$ cat config.mk
export PLATFORM = sky130hd
export DESIGN_NAME = mem_arbiter
export DESIGN_NICKNAME = d
export VERILOG_FILES = /design/src/rtl/mem_arb_pkg.sv /design/src/rtl/mem_arb_cnt.sv /design/src/rtl/mem_arbiter.sv
export SDC_FILE = /design/constraint.sdc
export NUM_CORES = 1
export LEC_CHECK = 0
export CORE_MARGIN = 2
export CORE_UTILIZATION = 35
export CTS_CLUSTER_DIAMETER = 120
export DETAILED_ROUTE_END_ITERATION = 8
export PLACE_DENSITY = 0.82
export SYNTH_ARGS = -nofsm -noshare
export SYNTH_HDL_FRONTEND = slang
export SYNTH_SLANG_ARGS = --single-unit
export TNS_END_PERCENT = 30
$ cat constraint.sdc
create_clock -name clk -period 1.9 [get_ports clk]
set_clock_uncertainty 0.15 [all_clocks]
set_input_delay 0.38 -clock clk [delete_from_list [all_inputs] [get_ports clk]]
set_output_delay 0.38 -clock clk [all_outputs]
set_load 0.1 [all_outputs]
$ cat src/rtl/mem_arb_pkg.sv
// ============================================================================
//  Module      : mem_arb_pkg
//  Description : Shared types and constants for the mem_arbiter block:
//                FSM state encoding, requester identifiers and the width of
//                the latency down-counter.
//  Revision    : 1.0 - initial release
// ============================================================================
`default_nettype none

package mem_arb_pkg;

    // Width of the latency counter; wide enough for LATENCY-1 up to 14.
    localparam int LAT_CNT_W = 4;

    // Sequencer states: waiting for a request, driving memory, returning data.
    typedef enum logic [1:0] {
        IDLE = 2'd0,
        BUSY = 2'd1,
        DONE = 2'd2
    } arb_state_t;

    // Identity of the requester that owns the current access.
    typedef enum logic {
        REQ_I = 1'b0,
        REQ_D = 1'b1
    } req_id_t;

endpackage

`default_nettype wire

$ cat src/rtl/mem_arb_cnt.sv
// ============================================================================
//  Module      : mem_arb_cnt
//  Description : Loadable down-counter used to time the memory access.
//                Loads on i_load, decrements on i_dec and saturates at zero,
//                so it can never wrap back to a large value.
//  Revision    : 1.0 - initial release
// ============================================================================
`default_nettype none

module mem_arb_cnt
    import mem_arb_pkg::*;
(
    input  logic                 clk,
    input  logic                 rst,
    input  logic                 i_load,
    input  logic [LAT_CNT_W-1:0] i_load_val,
    input  logic                 i_dec,
    output logic                 o_is_zero
);

    logic [LAT_CNT_W-1:0] r_count;

    // Load has priority over decrement; decrement stops at zero.
    always_ff @(posedge clk) begin
        if (rst) begin
            r_count <= '0;
        end else if (i_load) begin
            r_count <= i_load_val;
        end else if (i_dec && (r_count != '0)) begin
            r_count <= r_count - 1'b1;
        end
    end

    assign o_is_zero = (r_count == '0);

endmodule

`default_nettype wire

$ cat src/rtl/mem_arbiter.sv
// ============================================================================
//  Module      : mem_arbiter
//  Description : Two-requester (instruction fetch / data access) arbiter and
//                sequencer for a single-ported fixed-latency memory. One
//                access is outstanding at a time: grant in IDLE, drive the
//                memory for LATENCY cycles in BUSY, return a one-cycle valid
//                pulse in DONE.
//                Build option MEM_ARB_RR_EN: round-robin between the two
//                requesters on simultaneous requests (default: data side
//                always wins a tie).
//  Revision    : 1.0 - initial release
// ============================================================================
`default_nettype none

module mem_arbiter
    import mem_arb_pkg::*;
#(
    parameter int LATENCY = 4,
    parameter int ADDR_W  = 16,
    parameter int DATA_W  = 16
) (
    input  logic              clk,
    input  logic              rst,
    // Instruction-fetch port (read only)
    input  logic              i_req,
    input  logic [ADDR_W-1:0] i_addr,
    output logic              i_ready,
    output logic              i_valid,
    output logic [DATA_W-1:0] i_rdata,
    // Data-access port (read / write)
    input  logic              d_req,
    input  logic              d_wr,
    input  logic [ADDR_W-1:0] d_addr,
    input  logic [DATA_W-1:0] d_wdata,
    output logic              d_ready,
    output logic              d_valid,
    output logic [DATA_W-1:0] d_rdata,
    // Memory side
    output logic              mem_en,
    output logic              mem_wr,
    output logic [ADDR_W-1:0] mem_addr,
    output logic [DATA_W-1:0] mem_wdata,
    input  logic [DATA_W-1:0] mem_rdata
);

    localparam logic [LAT_CNT_W-1:0] C_CNT_LOAD = LAT_CNT_W'(LATENCY - 1);

    arb_state_t        r_state;
    req_id_t           r_owner;
    logic              r_mem_en;
    logic              r_mem_wr;
    logic [ADDR_W-1:0] r_mem_addr;
    logic [DATA_W-1:0] r_mem_wdata;
    logic [DATA_W-1:0] r_result;
    logic              r_i_valid;
    logic              r_d_valid;

    logic              w_pick_d;
    logic              w_grant_i;
    logic              w_grant_d;
    logic              w_grant;
    logic              w_cnt_zero;

`ifdef MEM_ARB_RR_EN
    // Winner of the most recent grant; reset to REQ_I so that d wins the
    // first tie.
    req_id_t           r_last;
`endif

    // Pick a winner among the requesters and qualify it with IDLE and !rst,
    // so no ready can be raised while reset is asserted.
    always_comb begin
        w_pick_d = d_req;
`ifdef MEM_ARB_RR_EN
        if (i_req && d_req) begin
            w_pick_d = (r_last == REQ_I);
        end
`endif
        w_grant_d = (r_state == IDLE) && !rst && d_req && w_pick_d;
        w_grant_i = (r_state == IDLE) && !rst && i_req && !w_pick_d;
        w_grant   = w_grant_d || w_grant_i;
    end

    assign i_ready = w_grant_i;
    assign d_ready = w_grant_d;

    // Access timer: loaded with LATENCY-1 at grant, counts down in BUSY.
    mem_arb_cnt u_cnt (
        .clk        (clk),
        .rst        (rst),
        .i_load     (w_grant),
        .i_load_val (C_CNT_LOAD),
        .i_dec      (r_state == BUSY),
        .o_is_zero  (w_cnt_zero)
    );

    // Main sequencer: latches the granted request, drives the memory while
    // BUSY, captures the read result and raises the owner's valid for one
    // cycle in DONE.
    always_ff @(posedge clk) begin
        if (rst) begin
            r_state     <= IDLE;
            r_owner     <= REQ_I;
            r_mem_en    <= 1'b0;
            r_mem_wr    <= 1'b0;
            r_mem_addr  <= '0;
            r_mem_wdata <= '0;
            r_result    <= '0;
            r_i_valid   <= 1'b0;
            r_d_valid   <= 1'b0;
        end else begin
            case (r_state)
                IDLE: begin
                    r_i_valid <= 1'b0;
                    r_d_valid <= 1'b0;
                    if (w_grant) begin
                        r_state     <= BUSY;
                        r_owner     <= w_grant_d ? REQ_D : REQ_I;
                        r_mem_en    <= 1'b1;
                        // A fetch is always a read, whatever d_wr says.
                        r_mem_wr    <= w_grant_d && d_wr;
                        r_mem_addr  <= w_grant_d ? d_addr : i_addr;
                        r_mem_wdata <= w_grant_d ? d_wdata : '0;
                    end
                end
                BUSY: begin
                    if (w_cnt_zero) begin
                        r_state     <= DONE;
                        r_mem_en    <= 1'b0;
                        r_mem_wr    <= 1'b0;
                        r_mem_addr  <= '0;
                        r_mem_wdata <= '0;
                        // Writes return zero data on completion.
                        r_result    <= r_mem_wr ? '0 : mem_rdata;
                        r_i_valid   <= (r_owner == REQ_I);
                        r_d_valid   <= (r_owner == REQ_D);
                    end
                end
                DONE: begin
                    r_state   <= IDLE;
                    r_i_valid <= 1'b0;
                    r_d_valid <= 1'b0;
                end
                default: begin
                    r_state   <= IDLE;
                    r_mem_en  <= 1'b0;
                    r_mem_wr  <= 1'b0;
                    r_i_valid <= 1'b0;
                    r_d_valid <= 1'b0;
                end
            endcase
        end
    end

`ifdef MEM_ARB_RR_EN
    // Remember the winner of every grant, contested or not.
    always_ff @(posedge clk) begin
        if (rst) begin
            r_last <= REQ_I;
        end else if (w_grant) begin
            r_last <= w_grant_d ? REQ_D : REQ_I;
        end
    end
`endif

    assign mem_en    = r_mem_en;
    assign mem_wr    = r_mem_wr;
    assign mem_addr  = r_mem_addr;
    assign mem_wdata = r_mem_wdata;
    assign i_valid   = r_i_valid;
    assign d_valid   = r_d_valid;
    // Read data is forced to zero outside the owner's valid pulse.
    assign i_rdata   = r_i_valid ? r_result : '0;
    assign d_rdata   = r_d_valid ? r_result : '0;

endmodule

`default_nettype wire

Yosys cells after proc, flatten, opt, wreduce, memory -nomap -nowiden:

Cells that the tools add are included.

* flip-flop bits (word level): 59
* bits of input ports: 69
* output and inout bits: 70
* logic and storage cells: 62

* add/subtract/negate cells: 1
* equal/unequal tests: 4
* mux-type cells: 21
* bitwise logic cells: 3
* reductions and logical operators: 22

Operator list (number)
* $mux W16: 8
* $pmux W16 S2: 2
* $mux W2: 4
* $logic_and A1 B1 Y1: 7
* $pmux W1 S3: 2
* $reduce_and A2 Y1: 3
* $reduce_and A3 Y1: 2
* $logic_not A4 Y1: 1
* $mux W1: 4
* $pmux W2 S2: 1
* $reduce_bool A2 Y1: 2
* $reduce_bool A4 Y1: 1
* $reduce_or A2 Y1: 2
* $sub A4 B1 Y4 const B: 1
* $not A1 Y1: 3
* $eq A2 B1 Y1 const B: 1
* $eq A2 B2 Y1 const B: 1
* $logic_not A1 Y1: 2
* $logic_not A2 Y1: 1
* $ne A2 B1 Y1 const B: 1
* $ne A2 B2 Y1 const B: 1
* $logic_or A1 B1 Y1: 1

Logic depth before layout (Yosys ltp):

* word-level depth: 7
* depth in mapped cells: 7
* depth with buffers taken out: 5

Modules after synthesis:

A second synthesis with hierarchy kept.

* cells, all modules: 285
* area, all modules: 2653.8 µm²

By module, submodules not included
* mem_arbiter: instances 1, cells an instance 256, area each 2391.0 µm², seq. area each 1101.1 µm²
* mem_arb_cnt: instances 1, cells an instance 29, area each 262.8 µm², seq. area each 80.1 µm²

Least setup slack after synthesis:

Ideal clock, no wire load.

* path kind: register to output
* from: reg r_state[1]
* to: out i_ready
* arrival: 3106 ps
* data required time: 1370 ps
* setup slack: -1736 ps
* stages on the path, launching flop included: 4
* buffers on the path: 1
* cells stage by stage: dfxtp_1 > clkbuf_1 > or3_1 > nor3b_1

* word-level cells in the longest chain between the ends: 4

Ends and longest elaborated chain
* start: declaration: line mem_arbiter.sv:48 `arb_state_t r_state;`
* start signal: assignment: line mem_arbiter.sv:102 `r_state <= IDLE;`
* start signal: assignment: line mem_arbiter.sv:117 `r_state <= BUSY;`
* start signal: assignment: line mem_arbiter.sv:128 `r_state <= DONE;`
* $logic_not A2 Y1: line mem_arbiter.sv:80 `w_grant_i = (r_state == IDLE) && !rst && i_req && !w_pick_d;`
* $logic_and A1 B1 Y1 (3 in a row): line mem_arbiter.sv:80
* end: declaration: line mem_arbiter.sv:27 `output logic i_ready,`

No other way between the ends.

Final worst setup path:

Ends and elaborated chain as after synthesis.

==> results.py <==
metrics = {
    "setup_path": {
        "crit_chain": "or3_4, nor3b_4, buf_12",
        "ff2ff_path_depth": 5,
        "worst-path-max-fanout": 3,
        "crit_type": "reg -> out",
        "crit_required_ns": 1.37,
        "startpoint_type": "register",
        "crit_arrival_ns": 1.49,
        "reg2reg_to": "u_cnt.r_count[3]",
        "crit_start": "r_state[1]",
        "rrSetupSlack_ns": 0.05,
        "r2r-start": "r_state[1]",
        "slowest_stage": "or3_4",
        "cp-end-kind": "primary output",
        "cp_slowest_stage_delay_ns": 0.39,
    },
    "final_layout": {
        "regArea_mm2": 0.00120,
        "n_antenna_cell": 0,
        "design_area_mm2": 0.00539,
        "area_delta_synth_final_pct": 92.9,
        "drive_above_1_share": 0.327,
        "multi_input_area_mm2": 0.00150,
        "finalNonFillerCells": 545,
        "nNetsFinal": 510,
        "nFillCells": 569,
    },
    "detailed_routing": {
        "dr.pass1.iters": 4,
        "ant_nets": 0,
        "wl_per_cell_um": 16.5,
        "wirelength_mm": 9.01,
        "drtIter0Drc": 189,
        "vias_per_cell": 5.19,
        "drc_errors": 0,
        "num_vias": 2829,
    },
    "global_route": {
        "overflow": 0,
        "grt_max_degree": 25,
        "grt_pass1_wl_mm": 14.8,
        "grt_util_all_layers": 0.214,
        "first_global_vias": 3057,
        "antenna_found_initial": 0,
    },
    "placement": {
        "dp.cells": 525,
        "portBuffers": 138,
        "gp_congestion": 0.775,
        "placed_cell_area_mm2": 0.00513,
        "dpl.hpwl_mm": 6.61,
        "dp_slack_ns": -0.163,
    },
    "sta": {
        "slew_headroom": 0.685,
        "final-hold-violation-count": 0,
        "setup_viol": 2,
        "finalCritPeriodShare": 1.06,
        "fmax_ghz": 0.495,
        "worst_slack_ns": -0.120,
        "slew_viol_final": 0,
        "worst_pin_slew_ns": 0.471,
        "rsz0062_at_grt": "yes",
        "finalCriticalPeriod_ns": 2.02,
    },
    "floorplanning": {
        "die_w_um": 93.3,
        "dieArea_mm2": 0.00871,
        "rows": 32,
        "io_pins": 139,
        "start_util": 0.361,
        "core_area_mm2": 0.00773,
        "fp.dieH_um": 93.3,
    },
    "power_and_ir_drop": {
        "peakVddDrop_mv": 0.461,
        "power.density_mw_per_mm2": 764,
        "p_total_w": 0.00412,
        "cellLeakagePower_nw": 2.12,
    },
    "synthesis": {
        "avgSynthCellArea_um2": 9.60,
        "synthArstFlopShare": 0,
        "synth_edf_count": 0,
        "syn_nets": 362,
        "ys_warn_count": 0,
        "synth_cells": 291,
        "synth_seq_cells": 59,
        "synthDistinctLibCells": 43,
        "synthesis.area_mm2": 0.00279,
        "synthFlopType": "dfxtp_1",
        "synth-seq-area-share": 0.423,
    },
    "min_path": {
        "hold_path_depth": 2,
        "hold_class": "reg -> reg",
        "holdPathEnd": "r_result[2]",
        "hold_path_startpoint": "r_result[2]",
    },
    "status": {
        "status": "finished, violations left",
        "violations": "negative setup slack",
    },
    "clock_tree": {
        "root_buffer": "clkbuf_8",
        "cts_tree": "built",
        "clk_pin_slew_worst_paths_ns": 0.06,
        "cts_buffers": 9,
        "clk_latency_ns": 0.33,
        "htree_levels": 3,
        "cts_sinks": 59,
        "hold_buffers": 0,
        "cts_max_path_buffers": 2,
    },
    "flow_run": {
        "max_cap_violations": 0,
    },
}
==> cells in the mapped netlist, types with 2 or more instances <==
library cell	number	share of area
dfxtp_1	59	0.42
and2_1	33	0.074
o21ai_0	24	0.043
a21oi_1	19	0.034
mux2i_1	18	0.065
a22o_1	16	0.050
nand4b_1	16	0.050
inv_1	14	0.019
clkbuf_1	11	0.015
o32ai_1	10	0.031
nand2b_1	7	0.016
and3b_1	6	0.019
buf_2	5	0.0090
buf_4	5	0.013
and2b_1	4	0.011
nand2_1	4	0.0054
buf_6	3	0.012
nor3_1	3	0.0054
or3_1	3	0.0067
a31oi_1	2	0.0045
buf_1	2	0.0027
ha_1	2	0.0090
nand3_1	2	0.0036
nor2_1	2	0.0027
nor2b_1	2	0.0045
or4_1	2	0.0054
==> per-stage QoR <==
stage / utilization / hold WS (ns) / setup TNS, ns
after CTS: 0.693 / 0.330 / -0.266
after detailed placement: 0.664 / 0.321 / -4.10
after floorplan: - / 0.303 / -3.24
after global routing: 0.697 / 0.355 / -0.335
after global placement: 0.664 / 0.313 / -2.83
final: 0.697 / 0.328 / -0.196
==> layout make-up <==
type / instances / area share
clock buffers: 13 / 0.0314
repair buffers: 163 / 0.433
flip-flops and latches: 59 / 0.222
well taps: 102 / 0.0237
inverters: 14 / 0.00976
clock inverters: 2 / 0.00186
multi-input cells: 192 / 0.278
==> critical path: cells and delay by family, from the launching register on <==
family                 cells  cell delay [ns]
buffers and inverters      1             0.20
AND/OR/NAND/NOR            2             0.60
flip-flops                 1             0.35
==> cells in the final DEF (no fill, tap or decap), types with 3 or more instances in the layout <==
cell	instances
mux2i_1	18
and3b_1	6
and2b_1	4
dfxtp_4	4
and2_2	12
and2_1	13
o32ai_1	10
nand2_1	4
nor3_1	3
o21ai_0	22
clkdlybuf4s50_1	67
inv_1	14
buf_12	75
clkbuf_8	12
a21oi_1	19
nand2b_1	7
a22o_1	16
buf_4	18
dfxtp_1	55
nand4b_1	16
and2_4	8
==> flip-flops by register name, indices dropped and copies added, names as in the netlist <==
signal,flops
u_cnt.r_count,4
mem_wr,1
r_owner,1
d_valid,1
mem_wdata,16
r_state,2
i_valid,1
mem_addr,16
r_result,16
mem_en,1
==> layer usage <==
layer | track usage | routed length, µm
met5 | 0 | 0
met2 | 0.381 | 4840
met3 | 0.0637 | 539
met1 | 0.238 | 3440
met4 | 0.0821 | 182
==> worst max-delay path by stage <==
stage                         endpoint  cells past startpoint
final                          i_ready                      3
after global routing           i_ready                      3
after CTS                      i_ready                      3
after detailed placement  mem_wdata[5]                      5
after global placement    mem_addr[12]                      6
after floorplan                i_ready                      3
==> cells by family after synthesis <==
group / after synthesis / synth area share
adders and majority gates: 2 / 0.00896
xor gates and xnor gates: 1 / 0.00314
muxes: 18 / 0.0645
buffers and inverters: 40 / 0.0708
DFF: 59 / 0.423
and+or+nand+nor: 92 / 0.230
AOI/OAI and AO/OA: 79 / 0.199
==> timing repair <==
item | CTS | global route
buffers inserted | 4 | 1
pin swaps | 2 | 3
resized for setup | 4 | 9
endpoints found under the setup margin | 5 | 30
cloned | 0 | 0
==> report_power, final <==
group	total, W	internal (W)	leakage [nW]	switching [W]
Combinational	0.00162	0.000676	1.53	0.000946
Sequential	0.00145	0.00134	0.487	0.000111
Clock	0.00104	0.000569	0.0953	0.000472
No activity file was read; power rests on OpenSTA's default activity.
